===== src/rtl/pinwheel_uart_tl_pkg.sv =====
// Shared constants and types for the pinwheel UART TileLink-UL responder.
// Holds the TileLink A/D channel structs and opcodes, the UART register offsets,
// the STATUS bit indices, the default address tag and the serializer state encoding.
package pinwheel_uart_tl_pkg;

  // TileLink-UL opcodes
  localparam logic [2:0] TlPutFullData    = 3'd0;
  localparam logic [2:0] TlPutPartialData = 3'd1;
  localparam logic [2:0] TlGet            = 3'd4;
  localparam logic [2:0] TlAccessAck      = 3'd0;
  localparam logic [2:0] TlAccessAckData  = 3'd1;

  // a_address[31:28] value that selects the UART
  localparam logic [3:0] UartAddrTag = 4'hB;

  // STATUS bit positions
  localparam int unsigned StEmptyBit    = 0;
  localparam int unsigned StFullBit     = 1;
  localparam int unsigned StBusyBit     = 2;
  localparam int unsigned StOverflowBit = 3;
  localparam int unsigned StCountLsb    = 8;

  // Register index taken from a_address[3:2]
  typedef enum logic [1:0] {
    RegTxData  = 2'd0,
    RegStatus  = 2'd1,
    RegDivisor = 2'd2,
    RegCtrl    = 2'd3
  } uart_reg_e;

  typedef enum logic [1:0] {
    StIdle  = 2'd0,
    StStart = 2'd1,
    StData  = 2'd2,
    StStop  = 2'd3
  } ser_state_e;

  typedef struct packed {
    logic        a_valid;
    logic [2:0]  a_opcode;
    logic [1:0]  a_size;
    logic [3:0]  a_source;
    logic [31:0] a_address;
    logic [3:0]  a_mask;
    logic [31:0] a_data;
  } tilelink_a;

  typedef struct packed {
    logic        d_valid;
    logic [2:0]  d_opcode;
    logic [1:0]  d_param;
    logic [1:0]  d_size;
    logic [3:0]  d_source;
    logic        d_sink;
    logic        d_error;
    logic [31:0] d_data;
  } tilelink_d;

endpackage


===== src/rtl/pinwheel_uart_tl_uart_tx_serializer.sv =====
// 8N1 transmit serializer: FSM, baud counter and shift register.
// Ports:
//   clk_i, rst_i   clock, synchronous active-high reset
//   enable_i       allow new frames to start
//   valid_i        a byte is available (FIFO not empty)
//   byte_i         byte at the FIFO head
//   divisor_i      bit period minus one, sampled at every bit boundary
//   pop_o          byte_i consumed this cycle
//   tx_o           registered serial output, idle high
//   busy_o         a frame is in progress
module uart_tx_serializer
  import pinwheel_uart_tl_pkg::*;
(
  input  logic        clk_i,
  input  logic        rst_i,
  input  logic        enable_i,
  input  logic        valid_i,
  input  logic [7:0]  byte_i,
  input  logic [15:0] divisor_i,
  output logic        pop_o,
  output logic        tx_o,
  output logic        busy_o
);

  ser_state_e  state_q, state_d;
  logic [15:0] cnt_q, cnt_d;
  logic [2:0]  bit_idx_q, bit_idx_d;
  logic [7:0]  shift_q, shift_d;
  logic        tx_q, tx_d;
  logic        start_ok;
  logic        bit_done;

  assign start_ok = enable_i && valid_i;
  assign bit_done = (cnt_q == 16'd0);

  always_comb begin
    state_d   = state_q;
    cnt_d     = cnt_q;
    bit_idx_d = bit_idx_q;
    shift_d   = shift_q;
    tx_d      = tx_q;
    pop_o     = 1'b0;
    unique case (state_q)
      StIdle: begin
        tx_d = 1'b1;
        if (start_ok) begin
          pop_o   = 1'b1;
          shift_d = byte_i;
          cnt_d   = divisor_i;
          tx_d    = 1'b0;
          state_d = StStart;
        end
      end
      StStart: begin
        if (bit_done) begin
          state_d   = StData;
          bit_idx_d = 3'd0;
          cnt_d     = divisor_i;
          tx_d      = shift_q[0];
          shift_d   = {1'b0, shift_q[7:1]};
        end else begin
          cnt_d = cnt_q - 16'd1;
        end
      end
      StData: begin
        if (bit_done) begin
          cnt_d = divisor_i;
          if (bit_idx_q == 3'd7) begin
            state_d = StStop;
            tx_d    = 1'b1;
          end else begin
            bit_idx_d = bit_idx_q + 3'd1;
            tx_d      = shift_q[0];
            shift_d   = {1'b0, shift_q[7:1]};
          end
        end else begin
          cnt_d = cnt_q - 16'd1;
        end
      end
      StStop: begin
        if (bit_done) begin
          // Back-to-back frames skip IDLE entirely
          if (start_ok) begin
            pop_o   = 1'b1;
            shift_d = byte_i;
            cnt_d   = divisor_i;
            tx_d    = 1'b0;
            state_d = StStart;
          end else begin
            tx_d    = 1'b1;
            state_d = StIdle;
          end
        end else begin
          cnt_d = cnt_q - 16'd1;
        end
      end
      default: begin
        tx_d    = 1'b1;
        state_d = StIdle;
      end
    endcase
  end

  always_ff @(posedge clk_i) begin
    if (rst_i) begin
      state_q   <= StIdle;
      cnt_q     <= 16'd0;
      bit_idx_q <= 3'd0;
      shift_q   <= 8'd0;
      tx_q      <= 1'b1;
    end else begin
      state_q   <= state_d;
      cnt_q     <= cnt_d;
      bit_idx_q <= bit_idx_d;
      shift_q   <= shift_d;
      tx_q      <= tx_d;
    end
  end

  assign tx_o   = tx_q;
  assign busy_o = (state_q != StIdle);

endmodule


===== src/rtl/pinwheel_uart_tl.sv =====
// TileLink-UL responder with a 4-word register bank fronting a UART transmitter.
// Stores to TXDATA fill a TX FIFO that the serializer drains onto tx as 8N1.
// Every selected A-beat gets exactly one D-beat in the following cycle.
// Ports:
//   clock          system clock
//   tick_reset_in  synchronous active-high reset
//   bus_tla        A channel from the core
//   bus_tld        registered D channel to the core
//   tx             serial output, idle high
//   tx_irq         TX-idle interrupt, present only when PINWHEEL_UART_TX_IRQ_EN is defined
module pinwheel_uart_tl
  import pinwheel_uart_tl_pkg::*;
#(
  parameter logic [3:0]  ADDR_TAG    = UartAddrTag,
  parameter int unsigned FIFO_DEPTH  = 8,
  parameter logic [15:0] DEFAULT_DIV = 16'd867
) (
  input  logic      clock,
  input  logic      tick_reset_in,
  input  tilelink_a bus_tla,
  output tilelink_d bus_tld,
  output logic      tx
`ifdef PINWHEEL_UART_TX_IRQ_EN
  ,
  output logic      tx_irq
`endif
);

  localparam int unsigned PtrW = $clog2(FIFO_DEPTH);
  localparam int unsigned CntW = PtrW + 1;

  logic      sel;
  logic      put_sel;
  uart_reg_e reg_idx;

  assign sel     = bus_tla.a_valid && (bus_tla.a_address[31:28] == ADDR_TAG);
  assign reg_idx = uart_reg_e'(bus_tla.a_address[3:2]);
  assign put_sel = sel && (bus_tla.a_opcode == TlPutPartialData);

  logic [7:0]      fifo_mem_q [FIFO_DEPTH];
  logic [PtrW-1:0] wr_ptr_q, wr_ptr_d;
  logic [PtrW-1:0] rd_ptr_q, rd_ptr_d;
  logic [CntW-1:0] count_q, count_d;
  logic            overflow_q, overflow_d;
  logic [15:0]     divisor_q, divisor_d;
  logic            enable_q, enable_d;
  tilelink_d       tld_q, tld_d;
`ifdef PINWHEEL_UART_TX_IRQ_EN
  logic            irq_en_q, irq_en_d;
  logic            tx_irq_q, tx_irq_d;
`endif

  logic        fifo_empty, fifo_full;
  logic        push_req, push_ok, pop;
  logic        ser_busy;
  logic [31:0] rdata;

  assign fifo_empty = (count_q == '0);
  assign fifo_full  = (count_q == CntW'(FIFO_DEPTH));
  assign push_req   = put_sel && (reg_idx == RegTxData) && bus_tla.a_mask[0];
  // A full FIFO still accepts when the serializer frees a slot this cycle
  assign push_ok    = push_req && (!fifo_full || pop);

  uart_tx_serializer u_ser (
    .clk_i     (clock),
    .rst_i     (tick_reset_in),
    .enable_i  (enable_q),
    .valid_i   (!fifo_empty),
    .byte_i    (fifo_mem_q[rd_ptr_q]),
    .divisor_i (divisor_q),
    .pop_o     (pop),
    .tx_o      (tx),
    .busy_o    (ser_busy)
  );

  // Register read value, pre-write
  always_comb begin
    rdata = '0;
    unique case (reg_idx)
      RegTxData: rdata = '0;
      RegStatus: begin
        rdata[StCountLsb +: 4] = 4'(count_q);
        rdata[StOverflowBit]   = overflow_q;
        rdata[StBusyBit]       = ser_busy;
        rdata[StFullBit]       = fifo_full;
        rdata[StEmptyBit]      = fifo_empty;
      end
      RegDivisor: rdata[15:0] = divisor_q;
      RegCtrl: begin
        rdata[0] = enable_q;
`ifdef PINWHEEL_UART_TX_IRQ_EN
        rdata[1] = irq_en_q;
`endif
      end
      default: rdata = '0;
    endcase
  end

  always_comb begin
    wr_ptr_d   = wr_ptr_q;
    rd_ptr_d   = rd_ptr_q;
    count_d    = count_q;
    overflow_d = overflow_q;
    divisor_d  = divisor_q;
    enable_d   = enable_q;
`ifdef PINWHEEL_UART_TX_IRQ_EN
    irq_en_d   = irq_en_q;
    tx_irq_d   = irq_en_q && fifo_empty && !ser_busy;
`endif

    if (push_ok) wr_ptr_d = wr_ptr_q + 1'b1;
    if (pop)     rd_ptr_d = rd_ptr_q + 1'b1;
    unique case ({push_ok, pop})
      2'b10:   count_d = count_q + 1'b1;
      2'b01:   count_d = count_q - 1'b1;
      default: count_d = count_q;
    endcase
    if (push_req && !push_ok) overflow_d = 1'b1;

    if (put_sel) begin
      unique case (reg_idx)
        RegStatus: begin
          if (bus_tla.a_mask[0] && bus_tla.a_data[StOverflowBit]) overflow_d = 1'b0;
        end
        RegDivisor: begin
          if (bus_tla.a_mask[0]) divisor_d[7:0]  = bus_tla.a_data[7:0];
          if (bus_tla.a_mask[1]) divisor_d[15:8] = bus_tla.a_data[15:8];
        end
        RegCtrl: begin
          if (bus_tla.a_mask[0]) begin
            enable_d = bus_tla.a_data[0];
`ifdef PINWHEEL_UART_TX_IRQ_EN
            irq_en_d = bus_tla.a_data[1];
`endif
          end
        end
        default: ;
      endcase
    end

    tld_d = '0;
    if (sel) begin
      tld_d.d_valid  = 1'b1;
      tld_d.d_opcode = (bus_tla.a_opcode == TlGet) ? TlAccessAckData : TlAccessAck;
      tld_d.d_size   = bus_tla.a_size;
      tld_d.d_source = bus_tla.a_source;
      tld_d.d_data   = rdata;
    end
  end

  always_ff @(posedge clock) begin
    if (tick_reset_in) begin
      wr_ptr_q   <= '0;
      rd_ptr_q   <= '0;
      count_q    <= '0;
      overflow_q <= 1'b0;
      divisor_q  <= DEFAULT_DIV;
      enable_q   <= 1'b0;
      tld_q      <= '0;
`ifdef PINWHEEL_UART_TX_IRQ_EN
      irq_en_q   <= 1'b0;
      tx_irq_q   <= 1'b0;
`endif
    end else begin
      wr_ptr_q   <= wr_ptr_d;
      rd_ptr_q   <= rd_ptr_d;
      count_q    <= count_d;
      overflow_q <= overflow_d;
      divisor_q  <= divisor_d;
      enable_q   <= enable_d;
      tld_q      <= tld_d;
`ifdef PINWHEEL_UART_TX_IRQ_EN
      irq_en_q   <= irq_en_d;
      tx_irq_q   <= tx_irq_d;
`endif
    end
  end

  // Storage needs no reset: count/pointers define which entries are live
  always_ff @(posedge clock) begin
    if (push_ok) fifo_mem_q[wr_ptr_q] <= bus_tla.a_data[7:0];
  end

  assign bus_tld = tld_q;
`ifdef PINWHEEL_UART_TX_IRQ_EN
  assign tx_irq = tx_irq_q;
`endif

  // Address offset bits alias; upper data/mask lanes carry nothing
  logic unused_bits;
  assign unused_bits = ^{bus_tla.a_address[27:4], bus_tla.a_address[1:0],
                         bus_tla.a_mask[3:2], bus_tla.a_data[31:16]};

endmodule


===== config.mk =====
export PLATFORM = sky130hd
export DESIGN_NAME = pinwheel_uart_tl
export DESIGN_NICKNAME = d
export VERILOG_FILES = /design/src/rtl/pinwheel_uart_tl_pkg.sv /design/src/rtl/pinwheel_uart_tl_uart_tx_serializer.sv /design/src/rtl/pinwheel_uart_tl.sv
export SDC_FILE = /design/constraint.sdc
export NUM_CORES = 1
export LEC_CHECK = 0
export CAP_MARGIN = 15
export CELL_PAD_IN_SITES_DETAIL_PLACEMENT = 0
export CELL_PAD_IN_SITES_GLOBAL_PLACEMENT = 1
export CORE_MARGIN = 5
export CORE_UTILIZATION = 45
export CTS_CLUSTER_DIAMETER = 50
export DETAILED_ROUTE_END_ITERATION = 10
export HOLD_SLACK_MARGIN = 0.06
export PLACE_DENSITY = 0.95
export SKIP_CTS_REPAIR_TIMING = 1
export SYNTH_ARGS = -nofsm -noshare
export SYNTH_HDL_FRONTEND = slang
export SYNTH_SLANG_ARGS = --single-unit

===== constraint.sdc =====
create_clock -name clock -period 7.05 [get_ports clock]
set_input_delay 1.41 -clock clock [delete_from_list [all_inputs] [get_ports clock]]
set_output_delay 1.41 -clock clock [all_outputs]
set_load 0.01 [all_outputs]

=== After elaboration in Yosys (flattened, before gate mapping) ===
Memories as Yosys holds them, arrays and structs flattened. A register that Yosys moved wholly into a read port is not among the register bits.
Index checks and enable logic that the tools add are counted.

* Flip-flop bits (word level): 104
* RAM bits: 64
* Output and inout port bits: 47
* Memories: 1

{| class="wikitable"
|+ Memories
! name !! depth !! width !! rd ports !! clocked after memory_dff !! wr ports !! line !! source
|-
| fifo_mem_q || 8 || 8 || 1 || 1 || 1 || pinwheel_uart_tl.sv:40 || <nowiki>logic [7:0] fifo_mem_q [FIFO_DEPTH];</nowiki>
|}

* $add $sub $neg: 6
* Equal/unequal tests: 19
* Multiplexer cells: 44
* Bitwise logic cells: 2
* Reduce and logical (&&, ||, !) cells: 29

{| class="wikitable"
|+ Operators by type and width
! cell !! number
|-
| 16-bit 2-to-1 mux || 3
|-
| 16-bit one-hot mux with 3 select lines || 1
|-
| 8-bit 2-to-1 mux || 5
|-
| 8-bit one-hot mux with 4 select lines || 1
|-
| 16-bit logical NOT || 1
|-
| 4-bit one-hot mux with 2 select lines || 2
|-
| 16-bit by 1-bit subtractor with 16-bit output, second input constant || 1
|-
| 1-bit 2-to-1 mux || 15
|-
| 3-bit 2-to-1 mux || 5
|-
| 3-bit one-hot mux with 2 select lines || 2
|-
| 3-bit AND reduction || 4
|-
| 2-bit equality test, second input constant || 5
|-
| 2-bit 2-to-1 mux || 5
|-
| 2-bit by 1-bit inequality test with 1-bit output, second input constant || 5
|-
| 3-bit by 1-bit adder with 3-bit output, second input constant || 3
|-
| 4-bit equality test, second input constant || 2
|-
| 1-bit logical AND || 8
|-
| 1-bit one-hot mux with 4 select lines || 2
|-
| 2-bit one-hot mux with 4 select lines || 1
|-
| 4-bit AND reduction || 2
|-
| 2-bit by 1-bit equality test with 1-bit output, second input constant || 3
|-
| 3-bit equality test, second input constant || 2
|-
| 2-bit nonzero test || 3
|-
| 5-bit AND reduction || 1
|-
| 13 further kinds || 18
|}

=== Depth between registers and ports, before layout ===
* Depth in word-level cells: 14
* Gate-level depth with buffers: 13

=== By module ===
A second synthesis with hierarchy kept.

* Cell total of the unflattened synthesis: 595
* Area, all modules: 6889.1 sq um

{| class="wikitable"
|+ Modules (own cells, without submodules)
! module !! instances !! cells each !! area an instance (sq um) !! seq. area each (sq um)
|-
| pinwheel_uart_tl || 1 || 360 || 4833.4 || 3022.9
|-
| uart_tx_serializer || 1 || 235 || 2055.7 || 600.6
|}

=== Worst setup path after synthesis ===
No wires, ideal clock.

* Path kind: input to register
* Start point: input bus_tla[66] (netlist bit)
* End point: memory fifo_mem_q[0][0] (enable)
* Setup time: 0.395 ns
* Arrival time: 3.130 ns
* Data required time: 6.655 ns
* Slack: 3.525 ns
* Stages on the path: 5
* Cells stage by stage: nand4b_1 > nor3_1 > and2_1 > nand2_1 > nor4_1

* Longest elaborated chain between the ends: 8

{| class="wikitable"
|+ RTL lines
! element !! line !! source
|-
| from (decl) || pinwheel_uart_tl.sv:20 || <nowiki>input tilelink_a bus_tla,</nowiki>
|-
| 4-bit equality test || pinwheel_uart_tl.sv:36 || <nowiki>assign sel = bus_tla.a_valid && (bus_tla.a_address[31:28] == ADDR_TAG);</nowiki>
|-
| 1-bit logical AND || pinwheel_uart_tl.sv:36 ||
|-
| 1-bit logical AND || pinwheel_uart_tl.sv:38 || <nowiki>assign put_sel = sel && (bus_tla.a_opcode == TlPutPartialData);</nowiki>
|-
| 1-bit logical AND (2 in a row) || pinwheel_uart_tl.sv:60 || <nowiki>assign push_req = put_sel && (reg_idx == RegTxData) && bus_tla.a_mask[0];</nowiki>
|-
| 1-bit logical AND || pinwheel_uart_tl.sv:62 || <nowiki>assign push_ok = push_req && (!fifo_full || pop);</nowiki>
|-
| 1-bit 2-to-1 mux || pinwheel_uart_tl.sv:181 || <nowiki>if (push_ok) fifo_mem_q[wr_ptr_q] <= bus_tla.a_data[7:0];</nowiki>
|-
| 1-bit 2-to-1 mux (not written as such) || pinwheel_uart_tl.sv:181 ||
|-
| to (decl) || pinwheel_uart_tl.sv:40 ||
|}

Every way passes these cells.

=== Worst setup path after layout ===
* Start point: input bus_tla[38] (netlist bit)
* End point: register divisor_q[15]

* Longest elaborated chain between the ends: 2

{| class="wikitable"
|+ RTL lines
! element !! line !! source
|-
| 2-bit equality test || pinwheel_uart_tl.sv:121 || <nowiki>unique case (reg_idx)</nowiki>
|-
| 3-bit AND reduction (no source line) || -- ||
|-
| to (signal assigned) || pinwheel_uart_tl.sv:169 || <nowiki>divisor_q <= divisor_d;</nowiki>
|-
| to (decl) || pinwheel_uart_tl.sv:45 || <nowiki>logic [15:0] divisor_q, divisor_d;</nowiki>
|}

Every way passes these cells.
A chain may end at the register's enable or synchronous reset.

==> results.toml <==
[yosys]
synthMuxAreaShare_pct = 10.7
synth_ff_type = "dfxtp_1"
synthSimpleGateAreaFrac_pct = 15.2
synth.distinct_cells = 72
ys_async_sr_fraction_pct = 0
syn_area_mm2 = 0.00699
synthCells = 637
synthAdderAreaFrac_pct = 2.86
yosysWarnings = 0
synth_enable_flop_cells = 64
syn-mean-instance-area_um2 = 11.0
synthXorXnorAreaFrac_pct = 1.50
yosysSeqAreaShare_pct = 51.9
synth-seq-cells = 149
synth_top_family_by_area = "simple AND/OR/NAND/NOR gates"
synth_compound_area_share_pct = 12.1

[global_routing]
antenna_found_initial = 0
first_global_vias = 5196
grt_pass1_wl_um = 27300
grt-ovfl-total = 0
grt_max_degree = 48
grt_usage_pct = 19.0

[setup_path]
critPathKind = "in -> reg"
r2r_slack_ns = 3.90
startpoint_type = "input port"
r2r-start = "u_ser.state_q[1]$_SDFFE_PP0P_"
required_ns = 7.33
cp_max_fo = 26
arrival_ns = 3.98
r2r-end = "fifo_mem_q[3][4]$_DFFE_PP_"
r2r_cells = 5
crit_path_end_kind = "flip-flop"

[clock_network]
htreeDepth = 4
numCtsBuffers = 17
clock-sinks = 149
cts_tree = "yes"
clk_pin_slew_ns = 0.06
clk_latency_ns = 0.42
cts-root-buf = "clkbuf_16"
clk_path_buf_depth = 2

[placed_design]
place_area_mm2 = 0.00764
numPortBuffers = 60
dp_slack_ns = 2.95
gp_congestion = 0.853
dp_hpwl_um = 11600

[drt]
via_per_inst = 5.89
routed_wl_um = 17400
via_count = 5252
drt_iter0_drc = 640
drc = 0
postRouteAntennaNets = 0
wl_per_cell_um = 19.5
drt-pass1-iter-count = 5

[sta]
setup_violations = 0
fin_setup_tns_ns = 0
finalClockSkew_ns = 0.0107
fin_ws_ns = 3.35
maxSlewViolCount = 0
rsz0062_at_grt = "no"
hold_violations = 0
timing.fmax_mhz = 271
worst_slew_pin_slew_ns = 1.00
period_needed_ns = 3.70
relSlewSlack_pct = 32.9
period_share_pct = 52.4

[power]
powerDensity_mw_per_mm2 = 258
vdd_drop_max_uv = 126
leakagePower_uw = 0.00312
finalPower_uw = 2120

[final_layout]
n_antenna_cell = 0
finalNetCount = 786
areaGrowthSynthToFinish_pct = 17.8
nFillCells = 1274
fin_area_mm2 = 0.00823
drive_gt1_share_pct = 10.5

[run]
maxCapViolations = 0

[floorplanning]
rows = 45
die_h_um = 135
die_area_mm2 = 0.0181
die_w_um = 135
initial_utilization_pct = 46.0
top_level_ports = 127
coreArea_mm2 = 0.0152

[status]
status = "finished, final reports clean"

[hold_path]
min_from = "u_ser.shift_q[7]$_SDFFE_PP0P_"
worstHoldPathCells = 2
hold_end = "u_ser.shift_q[7]$_SDFFE_PP0P_"
hp-class = "reg -> reg"
[layout by cell type (no fill, tap or decap), types with 9 or more instances in the layout]
cell             synthesis  final
nor3_1                  14     14
nor4_1                   9      9
conb_1                   1     22
mux2i_1                 35     35
dfxtp_1                 85     85
clkdlybuf4s50_1          0     60
buf_4                   22     11
nand3_1                 24     24
a21oi_1                 30     30
and2_1                   9      9
o21ai_0                 31     31
ha_1                    16     16
clkbuf_16                0     17
nand2_1                 53     53
mux4_2                  16     16
inv_1                   13     13
nor2_1                  51     51
and3_1                  12     12
edfxtp_1                64     64
[state kept, by name, summed over array words and instances (netlist names), 2 cells and up, named ones only]
register and flops:
bus_tld 24, u_ser.state_q 2, wr_ptr_q 3, fifo_mem_q 64
u_ser.bit_idx_q 3, u_ser.cnt_q 16, u_ser.shift_q 8, divisor_q 16
rd_ptr_q 3, count_q 4
[synth_stat cells (4+ instances only)]
| cell type | number | share of area (%) |
|---|---|---|
| xor2_1 | 6 | 0.75 |
| o31ai_1 | 5 | 0.54 |
| nand3_1 | 24 | 1.7 |
| clkbuf_1 | 22 | 1.2 |
| nor3_1 | 14 | 1.0 |
| edfxtp_1 | 64 | 28 |
| a22oi_1 | 7 | 0.75 |
| a21o_1 | 4 | 0.43 |
| buf_4 | 22 | 2.4 |
| nand2_1 | 53 | 2.8 |
| nand2b_1 | 4 | 0.36 |
| inv_1 | 13 | 0.70 |
| or3_1 | 6 | 0.54 |
| nor2_1 | 51 | 2.7 |
| dfxtp_1 | 85 | 24 |
| ha_1 | 16 | 2.9 |
| buf_6 | 4 | 0.64 |
| nand4_1 | 4 | 0.36 |
| nor4_1 | 9 | 0.81 |
| buf_2 | 8 | 0.57 |
| o211ai_1 | 5 | 0.54 |
| mux2i_1 | 35 | 5.0 |
| o22ai_1 | 5 | 0.45 |
| a21oi_1 | 30 | 2.1 |
| xnor2_1 | 6 | 0.75 |
| o21ai_0 | 31 | 2.2 |
| mux4_2 | 16 | 5.2 |
| nand4b_1 | 4 | 0.50 |
| and3_1 | 12 | 1.1 |
| and2_1 | 9 | 0.81 |
[where the power goes]
group | switching (uW) | internal (uW)
Clock | 396 | 466
Combinational | 214 | 115
Sequential | 13.0 | 917
[kinds of logic after synthesis]
kind of cell / after synthesis
flops: 149
simple gates: 207
compound gates: 125
xor+xnor: 12
other cells: 1
mux: 54
buf+inv: 73
fa+ha+maj: 16
[layout make-up]
cell class,instances,area [um^2],area share (%)
multi-input cells,436,3050,37.0
flip-flops and latches,149,3620,44.0
clock inverters,15,140,1.70
well taps,188,235,2.86
inverters,14,52.6,0.638
clock buffers,17,425,5.17
repair buffers,72,711,8.63
[critical path: stages]
cell	delay, ns
clkdlybuf4s50_1	0.46
inv_1	0.13
ha_1	0.75
nand2_1	0.15
nor3_2	0.73
mux2i_1	0.29
nor2_1	0.05
[worst max-delay path by stage]
stage                           start                         end  cells past startpoint  slack, ns
after floorplan           bus_tla[66]  fifo_mem_q[0][0]$_DFFE_PP_                      5       3.53
after global placement    bus_tla[38]   divisor_q[8]$_SDFFE_PP1P_                      7       3.03
after detailed placement  bus_tla[38]  divisor_q[15]$_SDFFE_PP0P_                      7       2.95
after CTS                 bus_tla[38]  divisor_q[15]$_SDFFE_PP0P_                      7       3.38
after global routing      bus_tla[38]  divisor_q[15]$_SDFFE_PP0P_                      7       3.19
final                     bus_tla[38]  divisor_q[15]$_SDFFE_PP0P_                      7       3.35
[routing by layer]
| layer | wire length, um | vias to the layer above | global-route usage, % |
|---|---|---|---|
| met5 | 0 | - | 0 |
| met4 | 360 | 0 | 6.56 |
| met3 | 876 | 28 | 2.98 |
| met2 | 9010 | 177 | 32.8 |
| met1 | 7140 | 2612 | 24.4 |
| li1 | - | 2435 | - |
[metrics by stage]
step                hold WS, ns  cells  utilization [%]
floorplan                 0.432    658                -
global placement          0.443    858             50.3
detailed placement        0.454    858             50.3
CTS                       0.465    890             54.0
global route              0.509    891             54.2
finish                    0.462    891             54.2
(Power assumes the default switching activity.)
